### src/rtl/cv_smooth.sv
// Four-channel CV smoother: shared one-pole IIR + hysteresis, round-robin over channels.
// Strobe-to-valid latency 4 cycles, one sample per 3 cycles; no backpressure, a re-strobe overwrites the pending sample.
module cv_smooth #(
    parameter int SHIFT = 3,
    parameter int HYST  = 2
) (
    input  logic        clk,
    input  logic        reset,
    input  logic [11:0] in0,
    input  logic [11:0] in1,
    input  logic [11:0] in2,
    input  logic [11:0] in3,
    input  logic        in0_v,
    input  logic        in1_v,
    input  logic        in2_v,
    input  logic        in3_v,
    output logic [11:0] out0,
    output logic [11:0] out1,
    output logic [11:0] out2,
    output logic [11:0] out3,
    output logic        out0_v,
    output logic        out1_v,
    output logic        out2_v,
    output logic        out3_v,
    output logic        busy
);

    localparam int          ACCW   = 12 + SHIFT;
    localparam logic [12:0] HYST13 = 13'(HYST);

    typedef enum logic [1:0] {
        S_IDLE  = 2'd0,
        S_CALC  = 2'd1,
        S_WRITE = 2'd2
    } state_t;

    state_t            r_state;
    state_t            w_next;

    logic [11:0]       w_in [4];
    logic [3:0]        w_in_v;

    logic [11:0]       r_hold [4];
    logic [3:0]        r_pend;
    logic [3:0]        r_primed;
    logic [ACCW-1:0]   r_acc [4];
    logic [ACCW-1:0]   r_acc_n;
    logic [11:0]       r_work;
    logic [11:0]       r_out [4];
    logic [3:0]        r_out_v;
    logic [1:0]        r_last;
    logic              r_busy;

    logic              w_any;
    logic [1:0]        w_grant;
    logic [3:0]        w_clr;
    logic              w_do_grant;
    logic              w_do_calc;
    logic              w_do_write;
    logic [ACCW-1:0]   w_acc_cur;
    logic [ACCW-1:0]   w_acc_calc;
    logic [11:0]       w_y;
    logic signed [12:0] w_diff;
    logic [12:0]       w_abs;
    logic              w_upd;

    assign w_in[0] = in0;
    assign w_in[1] = in1;
    assign w_in[2] = in2;
    assign w_in[3] = in3;
    assign w_in_v  = {in3_v, in2_v, in1_v, in0_v};

    // Walk offsets from farthest to nearest so the nearest pending channel after r_last wins.
    always_comb begin
        w_any   = |r_pend;
        w_grant = r_last + 2'd1;
        for (int i = 4; i >= 1; i--) begin
            if (r_pend[r_last + 2'(i)]) begin
                w_grant = r_last + 2'(i);
            end
        end
    end

    always_ff @(posedge clk) begin
        if (reset) begin
            r_state <= S_IDLE;
        end else begin
            r_state <= w_next;
        end
    end

    always_comb begin
        w_next = r_state;
        case (r_state)
            S_IDLE:  w_next = w_any ? S_CALC : S_IDLE;
            S_CALC:  w_next = S_WRITE;
            S_WRITE: w_next = S_IDLE;
            default: w_next = S_IDLE;
        endcase
    end

    always_comb begin
        w_do_grant = (r_state == S_IDLE) && w_any;
        w_do_calc  = (r_state == S_CALC);
        w_do_write = (r_state == S_WRITE);
    end

    // r_last doubles as the channel in service from grant through write.
    always_comb begin
        w_clr      = w_do_grant ? (4'b0001 << w_grant) : 4'b0000;
        w_acc_cur  = r_acc[r_last];
        w_acc_calc = r_primed[r_last] ? (w_acc_cur - (w_acc_cur >> SHIFT) + ACCW'(r_work))
                                      : (ACCW'(r_work) << SHIFT);
        w_y        = r_acc_n[ACCW-1:SHIFT];
        w_diff     = $signed({1'b0, w_y}) - $signed({1'b0, r_out[r_last]});
        w_abs      = w_diff[12] ? 13'(-w_diff) : 13'(w_diff);
        w_upd      = !r_primed[r_last] || (w_abs > HYST13);
    end

    always_ff @(posedge clk) begin
        if (reset) begin
            for (int i = 0; i < 4; i++) begin
                r_hold[i] <= '0;
                r_acc[i]  <= '0;
                r_out[i]  <= '0;
            end
            r_pend   <= '0;
            r_primed <= '0;
            r_acc_n  <= '0;
            r_work   <= '0;
            r_out_v  <= '0;
            r_last   <= 2'd3;
            r_busy   <= 1'b0;
        end else begin
            for (int i = 0; i < 4; i++) begin
                if (w_in_v[i]) begin
                    r_hold[i] <= w_in[i];
                end
            end
            // A strobe landing on the grant cycle keeps the channel pending.
            r_pend  <= (r_pend & ~w_clr) | w_in_v;
            r_out_v <= '0;
            r_busy  <= (w_next != S_IDLE);
            if (w_do_grant) begin
                r_work <= r_hold[w_grant];
                r_last <= w_grant;
            end
            if (w_do_calc) begin
                r_acc_n <= w_acc_calc;
            end
            if (w_do_write) begin
                r_acc[r_last] <= r_acc_n;
                if (w_upd) begin
                    r_out[r_last] <= w_y;
                end
                r_primed[r_last] <= 1'b1;
                r_out_v[r_last]  <= 1'b1;
            end
        end
    end

    assign out0   = r_out[0];
    assign out1   = r_out[1];
    assign out2   = r_out[2];
    assign out3   = r_out[3];
    assign out0_v = r_out_v[0];
    assign out1_v = r_out_v[1];
    assign out2_v = r_out_v[2];
    assign out3_v = r_out_v[3];
    assign busy   = r_busy;

endmodule

### config.mk
export PLATFORM = sky130hd
export DESIGN_NAME = cv_smooth
export DESIGN_NICKNAME = d
export VERILOG_FILES = /design/src/rtl/cv_smooth.sv
export SDC_FILE = /design/constraint.sdc
export NUM_CORES = 1
export LEC_CHECK = 0
export ABC_AREA = 1
export ABC_CLOCK_PERIOD_IN_PS = 6830
export CAP_MARGIN = 15
export CORE_ASPECT_RATIO = 0.7
export CORE_MARGIN = 4
export CORE_UTILIZATION = 45
export DETAILED_ROUTE_END_ITERATION = 7
export GPL_ROUTABILITY_DRIVEN = 1
export PLACE_DENSITY = 0.65
export SYNTH_ARGS = -nofsm -noshare
export SYNTH_HDL_FRONTEND = slang
export SYNTH_SLANG_ARGS = --single-unit
export TNS_END_PERCENT = 30
### constraint.sdc
create_clock -name clk -period 6.83 [get_ports clk]
set_clock_uncertainty 0.15 [all_clocks]
set_input_delay 1.366 -clock clk [delete_from_list [all_inputs] [get_ports clk]]
set_output_delay 1.366 -clock clk [all_outputs]
set_load 0.05 [all_outputs]
==> results.md, run 1 <==
- Status: complete, no violations
- Synth area leader: edfxtp_1
- Count of unique library cells instantiated by Yosys: 46
- Slew margin rel.: 35.4%
- Synth top area cells: edfxtp_1 43%, nand2_1 8.5%, dfxtp_1 8.4%
- Flops & latches, synth: 202
- Slew @ Worst Pin: 968 ps
- Post-CTS setup buffer count: 0
- Final Core Density: 54.3%
- Syn Nets: 1369
- Row count: 47
- Initial Util: 46.0%
- Minimum clock period after layout: 5280 ps
- DP Worst Slack: 1760 ps
- Ports: 107
- Max Slew Vio Count: 0
- Cts hold-fix bufs: 0
- Area Overhead vs Synth: 18.0%
- CTS root buffer: clkbuf_16
- Number of synthesized flops with an enable pin: 156
- Final Hold Viols: 0
- Largest net degree at the start of global routing: 55
- Initial DRC Count: 1000
- Cells after Synth: 1270
- GPL Wtd Cong: 0.891
- Die height: 138 um
- Seq/Total Area, Yosys: 51.3%
- Vias/cell: 5.34
- Crit. End Element: flip-flop
- Post_cts resized: 0
- Finish-stage setup viols: 0
- Async SR Flop Fraction: 0%
- Vias in the first global route: 8417
- Power Density: 491 mW/mm^2
- Hold crit path type: flip-flop to flip-flop
- Final setup margin: 1550 ps
- Clk buf depth: 3
- Mapped cell area: 0.0109 mm^2
- Final instance area: 0.0129 mm^2
- Layout cell share with drive strength beyond 1: 6.20%
- Placed Area: 0.0122 mm^2
- First-pass GRT wire length: 47.7 mm
- Simple-gate portion of the synthesized area: 21.8%
- Setup crit start kind: flip-flop
- Nets: 1456
- Multi-input gate area: 0.00434 mm^2
- Most frequent cell after synthesis: nand2_1
- Period utilization: 77.3%
- Gr usage total: 22.0%
- Die area: 0.0269 mm^2
- Syn Area/Cell: 8.60 um^2
- ANT cells: 0
- WL final: 30.5 mm
- Maxcap violations: 0
- Clock buffer count from CTS: 21
- Max Freq: 189 MHz
- Final global-route overflow total: 0
- Vias: 9033
- Clock Pin Slew Worst Setup and Hold Paths: 60 ps
- Initial antenna violation count: 0
- Detail Placement HPWL: 23.1 mm
- Clk_lat worst skew: 500 ps
- Fin Setup TNS: 0 ps
- Crit path max fanout: 31
- Routed len/inst: 18.0 um
- Xor-xnor portion of the synthesized cell area: 1.04%
- Initial DRT Pass Iterations: 5
- H-tree depth: 1
- Post-synthesis compound-gate area fraction: 10.8%
- Yosys top cell area share: 42.9%
- CP required: 6750 ps
- Number of nets with antenna violations after routing: 0
- Core area: 0.0238 mm^2
- Commonest cells in the netlist: 248 x nand2_1, 201 x nor2_1, 191 x inv_1
- RSZ-0062 raised after global routing: no
- Total chip power: 6.33 mW
- Clock sink count: 202
- Count of input and output buffers: 106
- CTS tree: built
- Adder-cell area share of the yosys netlist: 6.05%
- Critical path arrival: 5200 ps
- Seq. cell area: 0.00561 mm^2
- Mux cell area share after synthesis: 0%
- Synth Flop Type: edfxtp_1
- Filler cells: 2190
- Max rail drop VDD: 214 uV
- Die Span X: 194 um
- Crit Path Class: flip-flop to flip-flop
- Remaining DRCs: 0
- Combinational family with the most area after synthesis: simple AND/OR/NAND/NOR gates
- Yosys warnings: 0
- Leak: 5.37 nW
placed cells by master, fill, tap and decap left out, types with 27 or more instances in the layout:
cell type	count
o21ai_0	41
nand3_1	49
edfxtp_1	156
ha_1	32
clkdlybuf4s50_1	106
nor3_1	27
a21oi_1	81
inv_1	191
dfxtp_1	45
nor2_1	201
nand2_1	248
final timing paths:
kind | from | end | slack [ps] | cells after the start
worst max-delay path | flip-flop | r_out[1][4] | 1550 | 17
worst max register to register | flip-flop | r_out[1][4] | 1550 | 17
worst min-delay path | r_primed[1] | r_primed[1] | 330 | 2
worst min register to register | r_primed[1] | r_primed[1] | 330 | 2
layer usage:
layer	global-route usage, %	vias to the layer above	part of all wire [%]	routed length [um]
li1	-	4343	-	-
met1	36.3	4312	49	15100
met2	30.6	341	41	12400
met3	3.94	37	8.3	2530
met4	3.40	0	1.5	444
met5	0	-	0	0
state kept, by name, summed over array words and instances, names as in the netlist, named ones only:
signal / count
r_last: 2
r_acc_n: 15
r_hold: 48
r_out_v: 4
r_acc: 60
r_work: 12
r_pend: 4
r_state: 2
r_primed: 4
busy: 1
r_out: 48
report_power, final:
part	total [mW]	switching, mW	internal, mW
sequential	1.57	0.109	1.46
combinational	3.63	2.45	1.18
clock	1.13	0.473	0.655
total	6.33	3.03	3.30
cell type report:
class	instances	area share, %
Clock buffer	31	4.68
Clock inverter	7	0.573
Inverter	200	5.82
Multi-Input combinational cell	818	33.6
Sequential cell	202	43.5
Tap cell	318	3.09
Timing Repair Buffer	114	8.70
cells by family (layout without fill, tap and decap cells):
family,Yosys count,count (layout)
adder cells (fa/ha/maj),45,45
flip-flops,202,202
AND/OR/NAND/NOR,569,569
buffers and inverters,250,352
AO/OA/AOI/OAI,191,191
XOR/XNOR,13,13
stage by stage:
stage | hold slack, ps | instances
after floorplan | 287 | 1270
after global placement | 301 | 1652
after detailed placement | 315 | 1652
after CTS | 331 | 1690
after global routing | 364 | 1690
final | 328 | 1690
worst max-delay path: stages, from the launching register on:
cell      delay (ps)
dfxtp_1          340
clkinv_1         480
buf_4            450
a32o_1           360
ha_1             340
a21oi_1          160
a21boi_0         260
nand3_2          190
inv_2            270
nand2_1          150
nand2_1           80
nand2_1           40
nor2_1            80
nand2_1           60
nor2_1           100
nand3_1          310
nand2_1          490
nand2_1          490
Note: power is estimated with default switching activity, not from simulation.
==> inputs of run 2 (changes only) <==
ABC_CLOCK_PERIOD_IN_PS = 4900   (was 6830)
clock period = 4.9 ns   (was 6.83 ns; I/O delays follow)
==> run 2 against run 1 <==
  * Register-to-register slack worse by 1000 ps
  * Worst setup slack worse by 1000 ps
  * Global-route usage is 0.22 points higher
  * Wire length is 1.7% higher
  * Via count is 0.74% higher
  * Core utilization is 0.44 points higher
  * Cell area is 0.82% higher
  * Final cell count is 0.59% higher
  * First-iteration DRC count is 10% higher
  * Clock-buffer cell count is 2 lower
  * Fmax is 21% higher
  * Combinational power is 38% higher
==> results.md, run 2 (synthesis results as in run 1) <==
- Status: complete, no violations
- Clk buf depth: 3
- Power Density: 680 mW/mm^2
- Setup crit start kind: flip-flop
- Initial DRT Pass Iterations: 5
- Vias in the first global route: 8351
- Final instance area: 0.0130 mm^2
- Internal power: 4.67 mW
- Vias/cell: 5.35
- Met2 routed WL: 12.5 mm
- Detail Placement HPWL: 23.8 mm
- Met3 WL: 3.45 mm
- Initial Util: 46.0%
- Minimum clock period after layout: 4380 ps
- Die height: 138 um
- Area Overhead vs Synth: 18.9%
- Max Freq: 228 MHz
- Clock buffer count from CTS: 21
- Hold depth: 2
- Fin Setup TNS: 0 ps
- H-tree depth: 1
- Final Hold Viols: 0
- Leak: 5.44 nW
- Count of input and output buffers: 106
- Hold crit path type: flip-flop to flip-flop
- CP required: 4950 ps
- Maxcap violations: 0
- Clock sink count: 202
- Finish-stage setup viols: 0
- Remaining DRCs: 0
- Filler cells: 2204
- Hold path startpoint: r_primed[1]
- Top Metal Used: met4
- Post_cts resized: 0
- Final setup margin: 522 ps
- CTS root buffer: clkbuf_16
- Slew margin rel.: 41.7%
- Initial DRC Count: 1100
- Largest net degree at the start of global routing: 34
- Largest registers: r_acc: 60 flops, r_hold: 48 flops, r_out: 48 flops
- Slew @ Worst Pin: 875 ps
- Max rail drop VDD: 387 uV
- Logic pwr share: 56.8%
- Total chip power: 8.83 mW
- Vias: 9100
- Initial antenna violation count: 0
- Crit path max fanout: 33
- Die area: 0.0269 mm^2
- DP Worst Slack: 566 ps
- Crit Reg-Reg Endpoint: r_out[2][3]
- Max FFs per register: 60
- Post-CTS setup buffer count: 0
- Commonest non-fill, non-tap cell in the layout: nand2_1
- Core area: 0.0238 mm^2
- Max Slew Vio Count: 0
- Most frequent cells in the layout: 248 x nand2_1, 201 x nor2_1, 191 x inv_1
- Critical path arrival: 4430 ps
- Layout cell share with drive strength beyond 1: 7.02%
- Row count: 47
- First-pass GRT wire length: 47.7 mm
- CTS tree: built
- R2r setup slk: 520 ps
- Most flop-heavy register: r_acc
- RSZ-0062 raised after global routing: no
- Placed Area: 0.0123 mm^2
- Crit. End Element: flip-flop
- WL final: 31.0 mm
- Gr usage total: 22.2%
- Nets: 1466
- Period utilization: 89.4%
- Clk network pwr share: 18.5%
- Hold endpoint: r_primed[1]
- Wl on met1: 14.7 mm
- Routed len/inst: 18.2 um
- ANT cells: 0
- Cts hold-fix bufs: 0
- Cells on worst reg2reg path: 19
- Switching share of total power: 47.1%
- Clock Pin Slew Worst Setup and Hold Paths: 60 ps
- Number of nets with antenna violations after routing: 0
- Die Span X: 194 um
- GPL Wtd Cong: 0.893
- Switch Pwr: 4.16 mW
- Crit Path Class: flip-flop to flip-flop
- Final global-route overflow total: 0
- Ports: 107
- Final Core Density: 54.7%
- Clk_lat worst skew: 500 ps
- Seq pwr share: 24.7%
-- run 2: cell type report --
cell class / instances / area [um^2] / area share (%)
flip-flops and latches: 202 / 5610 / 43.1
clock inverters: 9 / 101 / 0.780
multi-input cells: 818 / 4340 / 33.4
well taps: 318 / 398 / 3.06
inverters: 200 / 751 / 5.78
clock buffers: 29 / 606 / 4.66
repair buffers: 124 / 1200 / 9.21
-- run 2: power groups by stage --
| stage | Clock (mW) | Combinational (mW) | Sequential [mW] |
|---|---|---|---|
| 2_1_floorplan | 0 | 3.63 | 2.24 |
| 3_3_place_gp | 0 | 4.88 | 2.22 |
| 3_5_place_dp | 0 | 4.90 | 2.22 |
| 4_1_cts | 1.65 | 4.93 | 2.18 |
| 5_1_grt | 1.73 | 5.62 | 2.20 |
| 6_report | 1.63 | 5.01 | 2.18 |
-- run 2: routing by layer --
layer | track usage, % | vias to the layer above
li1 | - | 4378
met1 | 36.0 | 4301
met2 | 30.0 | 393
met3 | 6.49 | 28
met4 | 2.81 | 0
met5 | 0 | -
-- run 2: worst max-delay path: stages, from the launching register on --
cell and delay, ps:
dfxtp_2 350, buf_4 330, nor2_1 90, o22ai_1 190
ha_1 210, inv_1 80, fa_1 450, nand3_2 140
nand3_1 120, nand3_1 110, nand3_2 140, inv_2 270
nand2_1 140, xor2_1 160, nand3_1 90, nor2_1 130
nand2_2 80, nor2_4 280, or2_4 310, nand2_2 230
-- run 2: per-stage QoR --
step,hold WS (ps),instances
2_1_floorplan,287,1270
3_3_place_gp,302,1662
3_5_place_dp,309,1662
4_1_cts,326,1700
5_1_grt,371,1700
6_report,329,1700
-- run 2: worst max path at each step --
stage,to,slack (ps),cells past startpoint
final,r_out[2][3],520,19
after CTS,r_out[2][3],570,22
after floorplan,r_out[3][0],500,24
after global placement,r_out[2][9],600,22
after detailed placement,r_out[2][7],570,22
after global routing,r_out[0][8],180,19
